File: src/rtl/dadda_arb_pkg.sv
// Shared types, default sizes and the round-robin pick helper for the
// multiplier-sharing arbiter.
package dadda_arb_pkg;

    typedef enum logic [1:0] {
        S_IDLE = 2'd0,
        S_CALC = 2'd1,
        S_RESP = 2'd2
    } state_e;

    localparam int DEF_NUM_REQ = 4;
    localparam int DEF_WIDTH   = 8;
    localparam int MAX_REQ     = 8;
    localparam int PTR_W       = 3;

    typedef struct packed {
        logic             found;
        logic [PTR_W-1:0] idx;
    } pick_t;

    // Lanes at or above NUM_REQ are always zero, so wrapping at MAX_REQ
    // visits the live lanes in the same cyclic order as wrapping at NUM_REQ.
    function automatic pick_t rr_pick(input logic [MAX_REQ-1:0] valid,
                                      input logic [PTR_W-1:0]   ptr);
        pick_t            res;
        logic [PTR_W-1:0] j;
        res = '0;
        for (int k = 0; k < MAX_REQ; k++) begin
            j = ptr + PTR_W'(k);
            if (!res.found && valid[j]) begin
                res.found = 1'b1;
                res.idx   = j;
            end else begin
                res = res;
            end
        end
        return res;
    endfunction

endpackage

File: src/rtl/rr_arbiter.sv
// Round-robin arbiter: combinational pick from the pointer, pointer advances
// past the winner whenever a grant is issued.
module rr_arbiter
    import dadda_arb_pkg::*;
#(
    parameter int NUM_REQ = DEF_NUM_REQ,
    parameter int ID_W    = $clog2(NUM_REQ)
) (
    input  logic               clk,
    input  logic               rst,
    input  logic [NUM_REQ-1:0] valid,
    input  logic               advance,
    output logic               found,
    output logic [ID_W-1:0]    idx,
    output logic [NUM_REQ-1:0] grant
);

    logic [PTR_W-1:0]   ptr_r;
    logic [MAX_REQ-1:0] valid_ext_s;
    pick_t              pick_s;

    // Winner selection, gated by the caller's grant opportunity.
    always_comb begin
        valid_ext_s              = '0;
        valid_ext_s[NUM_REQ-1:0] = valid;
        pick_s                   = rr_pick(valid_ext_s, ptr_r);
        found                    = pick_s.found & advance;
        idx                      = ID_W'(pick_s.idx);
        grant                    = '0;
        if (found) begin
            grant[idx] = 1'b1;
        end else begin
            grant = '0;
        end
    end

    // Pointer moves to the lane after the winner, wrapping at NUM_REQ.
    always_ff @(posedge clk) begin
        if (rst) begin
            ptr_r <= '0;
        end else if (found) begin
            if (pick_s.idx == PTR_W'(NUM_REQ - 1)) begin
                ptr_r <= '0;
            end else begin
                ptr_r <= pick_s.idx + PTR_W'(1);
            end
        end else begin
            ptr_r <= ptr_r;
        end
    end

endmodule

File: src/rtl/dadda_mul_arbiter.sv
// Shares one external 8x8 approximate multiplier among NUM_REQ requesters.
// Optional error statistics are enabled with the MUL_ERR_STATS_EN macro.
module dadda_mul_arbiter
    import dadda_arb_pkg::*;
#(
    parameter int NUM_REQ = DEF_NUM_REQ,
    parameter int WIDTH   = DEF_WIDTH,
    parameter int ID_W    = $clog2(NUM_REQ)
) (
    input  logic                     clk,
    input  logic                     rst,
    input  logic [NUM_REQ-1:0]       req_valid,
    output logic [NUM_REQ-1:0]       req_ready,
    input  logic [NUM_REQ*WIDTH-1:0] req_a,
    input  logic [NUM_REQ*WIDTH-1:0] req_b,
    output logic                     rsp_valid,
    input  logic                     rsp_ready,
    output logic [ID_W-1:0]          rsp_id,
    output logic [2*WIDTH-1:0]       rsp_prod,
    output logic [WIDTH-1:0]         mul_in1,
    output logic [WIDTH-1:0]         mul_in2,
    input  logic [2*WIDTH-2:0]       mul_out,
    input  logic                     mul_ovf,
`ifdef MUL_ERR_STATS_EN
    input  logic                     stats_clr,
    output logic [31:0]              err_cnt,
    output logic [2*WIDTH-1:0]       max_err,
`endif
    output logic                     busy
);

    state_e               state_r;
    state_e               next_state_s;
    logic [WIDTH-1:0]     a_r;
    logic [WIDTH-1:0]     b_r;
    logic [ID_W-1:0]      id_r;
    logic [2*WIDTH-1:0]   prod_r;
    logic                 grant_en_s;
    logic                 grant_vld_s;
    logic [ID_W-1:0]      grant_idx_s;
    logic [NUM_REQ-1:0]   grant_s;
    logic [WIDTH-1:0]     sel_a_s;
    logic [WIDTH-1:0]     sel_b_s;

    rr_arbiter #(
        .NUM_REQ (NUM_REQ),
        .ID_W    (ID_W)
    ) u_arb (
        .clk     (clk),
        .rst     (rst),
        .valid   (req_valid),
        .advance (grant_en_s),
        .found   (grant_vld_s),
        .idx     (grant_idx_s),
        .grant   (grant_s)
    );

    // A grant opportunity exists when idle, or when the current response retires.
    always_comb begin
        grant_en_s = 1'b0;
        case (state_r)
            S_IDLE:  grant_en_s = 1'b1;
            S_RESP:  grant_en_s = rsp_ready;
            default: grant_en_s = 1'b0;
        endcase
    end

    // Next-state logic; back-to-back grant skips S_IDLE.
    always_comb begin
        next_state_s = state_r;
        case (state_r)
            S_IDLE: begin
                if (grant_vld_s) begin
                    next_state_s = S_CALC;
                end else begin
                    next_state_s = S_IDLE;
                end
            end
            S_CALC: next_state_s = S_RESP;
            S_RESP: begin
                if (!rsp_ready) begin
                    next_state_s = S_RESP;
                end else if (grant_vld_s) begin
                    next_state_s = S_CALC;
                end else begin
                    next_state_s = S_IDLE;
                end
            end
            default: next_state_s = S_IDLE;
        endcase
    end

    // State register.
    always_ff @(posedge clk) begin
        if (rst) begin
            state_r <= S_IDLE;
        end else begin
            state_r <= next_state_s;
        end
    end

    // Operand mux driven by the one-hot grant.
    always_comb begin
        sel_a_s = '0;
        sel_b_s = '0;
        for (int i = 0; i < NUM_REQ; i++) begin
            if (grant_s[i]) begin
                sel_a_s = req_a[i*WIDTH +: WIDTH];
                sel_b_s = req_b[i*WIDTH +: WIDTH];
            end else begin
                sel_a_s = sel_a_s;
                sel_b_s = sel_b_s;
            end
        end
    end

    // Operand/tag capture on grant, product capture in S_CALC.
    always_ff @(posedge clk) begin
        if (rst) begin
            a_r    <= '0;
            b_r    <= '0;
            id_r   <= '0;
            prod_r <= '0;
        end else begin
            if (grant_vld_s) begin
                a_r  <= sel_a_s;
                b_r  <= sel_b_s;
                id_r <= grant_idx_s;
            end else begin
                a_r  <= a_r;
                b_r  <= b_r;
                id_r <= id_r;
            end
            if (state_r == S_CALC) begin
                prod_r <= {mul_ovf, mul_out};
            end else begin
                prod_r <= prod_r;
            end
        end
    end

    assign req_ready = grant_s;
    assign rsp_valid = (state_r == S_RESP);
    assign busy      = (state_r != S_IDLE);
    assign rsp_id    = id_r;
    assign rsp_prod  = prod_r;
    assign mul_in1   = a_r;
    assign mul_in2   = b_r;

`ifdef MUL_ERR_STATS_EN
    logic [2*WIDTH-1:0] exact_s;
    logic [2*WIDTH-1:0] approx_s;
    logic [2*WIDTH-1:0] diff_s;
    logic [31:0]        err_cnt_r;
    logic [2*WIDTH-1:0] max_err_r;

    // Absolute error of the approximate product against the exact one.
    always_comb begin
        exact_s  = {{WIDTH{1'b0}}, a_r} * {{WIDTH{1'b0}}, b_r};
        approx_s = {mul_ovf, mul_out};
        if (exact_s >= approx_s) begin
            diff_s = exact_s - approx_s;
        end else begin
            diff_s = approx_s - exact_s;
        end
    end

    // Saturating error count and running maximum; clear wins over update.
    always_ff @(posedge clk) begin
        if (rst || stats_clr) begin
            err_cnt_r <= 32'd0;
            max_err_r <= '0;
        end else if ((state_r == S_CALC) && (diff_s != '0)) begin
            if (err_cnt_r != 32'hFFFF_FFFF) begin
                err_cnt_r <= err_cnt_r + 32'd1;
            end else begin
                err_cnt_r <= err_cnt_r;
            end
            if (diff_s > max_err_r) begin
                max_err_r <= diff_s;
            end else begin
                max_err_r <= max_err_r;
            end
        end else begin
            err_cnt_r <= err_cnt_r;
            max_err_r <= max_err_r;
        end
    end

    assign err_cnt = err_cnt_r;
    assign max_err = max_err_r;
`endif

endmodule

File: config.mk
export PLATFORM = sky130hd
export DESIGN_NAME = dadda_mul_arbiter
export DESIGN_NICKNAME = d
export VERILOG_FILES = /design/src/rtl/dadda_arb_pkg.sv /design/src/rtl/rr_arbiter.sv /design/src/rtl/dadda_mul_arbiter.sv
export SDC_FILE = /design/constraint.sdc
export NUM_CORES = 1
export LEC_CHECK = 0
export ABC_AREA = 1
export BUFFER_PORTS_ARGS = -buffer_cell sky130_fd_sc_hd__buf_2
export CORE_ASPECT_RATIO = 1.1
export CORE_UTILIZATION = 50
export CTS_BUF_LIST = sky130_fd_sc_hd__clkbuf_16
export DETAILED_ROUTE_END_ITERATION = 8
export MAX_ROUTING_LAYER = met4
export PLACE_DENSITY = 0.89
export SYNTH_ARGS = -nofsm -noshare
export SYNTH_HDL_FRONTEND = slang
export SYNTH_SLANG_ARGS = --single-unit
export TNS_END_PERCENT = 30
File: constraint.sdc
create_clock -name clk -period 5.7 [get_ports clk]
set_input_delay 1.14 -clock clk [delete_from_list [all_inputs] [get_ports clk]]
set_output_delay 1.14 -clock clk [all_outputs]
set_load 0.02 [all_outputs]
==> impl_metrics.json <==
{
  "final.setup.tns_ps": 0,
  "slowest_delay_ps": 520,
  "yosys.area.top_type_share_pct": 30.44,
  "pin_count": 127,
  "h-tree-depth": 2,
  "dp.final_hpwl_um": 5374,
  "drcViolationCount": 0,
  "cts_max_path_buffers": 2,
  "path_cells": "inv_2 -> ha_1 -> inv_1 -> nand3_1 -> nand3_2 -> nand4_2 -> nor2_4 -> nand3_1 -> o22ai_1 -> nand2_1 -> inv_1 -> ha_1 -> inv_1 -> nor2_2 -> buf_2",
  "viasPerCell": 5.112,
  "placed_cell_area_um2": 3183,
  "postCtsSetupBuffers": 0,
  "coreArea_um2": 4782,
  "wl_met1_um": 3072,
  "layout_min_cycle_time_ps": 4878,
  "cts_tree": "yes",
  "avgSynthCellArea_um2": 6.049,
  "async_reset_ff_share_pct": 0,
  "track_usage_pct": 27.75,
  "seq_area_um2": 780.7,
  "cp-end-kind": "output port",
  "clockRootBuffer": "clkbuf_16",
  "synthesis.area_um2": 2565,
  "synth_fa_ha_area_share_pct": 2.927,
  "drtIter0Drc": 233,
  "hold_depth": 1,
  "routed_wl_um": 7330,
  "highest_layer": "met4",
  "route.met3.wl_um": 498,
  "via_count": 3047,
  "ctsResizeCount": 0,
  "synthCells": 424,
  "synth_fp_nets": 517,
  "critical_path_class": "reg -> out",
  "drive_gt1_share_pct": 27.96,
  "finalMaxSlewViolations": 0,
  "synth_top_family_by_area": "simple AND/OR/NAND/NOR gates",
  "finalCritPeriodShare_pct": 85.58,
  "synth_xor_area_share_pct": 0.6829,
  "ys_seq_elements": 39,
  "cts_made_buffers": 5,
  "grt_max_degree": 29,
  "area_growth_pct": 29.95,
  "min_to": "state_r[1]$_SDFF_PP0_",
  "synth-seq-area-share_pct": 30.44,
  "muxShareOfSynthArea_pct": 0,
  "synth_compound_area_share_pct": 12.73,
  "arrival_ps": 3740,
  "setup_viol_count_final": 0,
  "rr_worst_depth": 19,
  "fp.dieArea_um2": 5421,
  "tightest_slew_ps": 965.9,
  "r2r-start": "u_arb.ptr_r[0]$_SDFFE_PP0P_",
  "place.gp.congestion": 0.9022,
  "cpMaxStageDelayCell": "dfxtp_1",
  "rsz0062_at_grt": "false",
  "initial_core_util_pct": 53.64,
  "fmax_ghz": 0.2050,
  "worstPathRequired_ps": 4560,
  "die_h_um": 77.12,
  "final_common_cell": "buf_2",
  "crit_buf_inv": 5,
  "antenna_found_initial": 0,
  "outcome": "finished clean",
  "ys_types": 32,
  "nFillCells": 434,
  "fin_nets": 632,
  "path_clk_slew_ps": 60,
  "leakagePower_nw": 1.909,
  "multi_input_area_um2": 1474,
  "synth_simple_gate_area_share_pct": 41.12,
  "synth_top_flop_cell": "dfxtp_1",
  "first_pass_iters": 5,
  "overflow": 0,
  "dr_wl_met2_um": 3590,
  "detail-route-antenna-nets": 0,
  "r2r_end": "mul_in2[1]$_SDFFE_PP0P_",
  "worst-r2r-setup-slack_ps": 1990,
  "maxCapViolCount": 0,
  "synth_area_leaders": "dfxtp_1 30%, nand2_1 16%, nor2_1 11%",
  "worstSkewPairLatency_ps": 280,
  "die_x_um": 70.29,
  "clock-sinks": 39,
  "start_kind": "register",
  "yosysWarnings": 0,
  "hold_viol": 0,
  "finClkSkew_ps": 3.426,
  "synth-edff-count": 0,
  "crit_fanout": 13,
  "synth_area_leader_cell": "dfxtp_1",
  "fin_area_um2": 3333,
  "grt_pass1_wl_um": 11990,
  "crit_top_cell": "inv_1",
  "post-route-util_pct": 69.70,
  "max-slew-margin-rel_pct": 35.37,
  "hp-class": "reg -> reg",
  "diodes": 0,
  "holdBufCountCts": 0,
  "final_cell_mix": "126 x buf_2, 111 x nand2_1, 77 x nor2_1",
  "port_buffers": 126,
  "powerDensity_nw_per_um2": 661.7,
  "cpLargestDelayFamily": "simple AND/OR/NAND/NOR gates",
  "grt_pass1_vias": 2849,
  "worstHoldStart": "state_r[0]$_SDFF_PP0_",
  "rows": 26,
  "wl_per_cell_um": 12.30,
  "vdd_drop_max_v": 0.0003118
}
## routing by layer
layer	up-vias	track usage, %
met1	1346	32.55
met4	0	10.40
met3	15	3.942
li1	1572	-
met5	-	-
met2	114	47.62
## synth_stat cells (2+ instances only)
library cell and number:
a21oi_1 22, buf_2 6, clkbuf_1 11, dfxtp_1 39, ha_1 6, inv_1 52, inv_2 4, nand2_1 111
nand3_1 27, nand3_2 3, nand4_1 12, nor2_1 77, nor2_2 2, nor2_4 2, nor3_1 3, o211ai_1 10
o21ai_0 22
## worst max-delay path by stage
stage,depth (start not counted),startpoint,endpoint
after floorplan,13,req_valid[3],req_ready[0]
after global placement,17,req_valid[3],req_ready[1]
after detailed placement,17,req_valid[3],req_ready[1]
after CTS,18,u_arb.ptr_r[0]$_SDFFE_PP0P_,req_ready[1]
after global routing,18,u_arb.ptr_r[0]$_SDFFE_PP0P_,req_ready[1]
final,15,u_arb.ptr_r[0]$_SDFFE_PP0P_,req_ready[0]
## flip-flops by register name, indices dropped and copies added, names as in the netlist
name / flops
u_arb.ptr_r: 3
rsp_prod: 16
rsp_id: 2
mul_in2: 8
state_r: 2
mul_in1: 8
## where the power goes
group	internal, W	leakage, nW	switching, W	total [W]
combinational	0.000500	1.52	0.00102	0.00152
sequential	0.000355	0.322	0.0000464	0.000401
clock	0.000163	0.0700	0.000117	0.000280
total	0.00102	1.91	0.00119	0.00221
## cell families (layout without fill, tap and decap cells)
group                    after synthesis  count (layout)
AO/OA/AOI/OAI                         58              58
XOR/XNOR                               2               2
adder cells (fa/ha/maj)                6               6
buffers and inverters                 77             193
flip-flops                            39              39
AND/OR/NAND/NOR                      242             242
## through the flow
step	hold slack (ps)	setup WS (ps)	cells	power, W
finish	471.2	822.2	596	0.002205
global route	487.3	504.1	596	0.002424
CTS	472.3	864.5	596	0.002202
detailed placement	461.6	988.4	588	0.001905
global placement	452.4	1098	588	0.001865
floorplan	441.3	1711	424	0.001592
## layout make-up
class | instances | area share [%]
sequential | 39 | 23.42
tap | 56 | 2.102
clock inverter | 3 | 0.7508
timing repair buffer | 127 | 19.14
clock buffer | 5 | 3.754
inverter | 58 | 6.607
multi-input combinational | 308 | 44.22
Power figures use the tool's default switching activity.
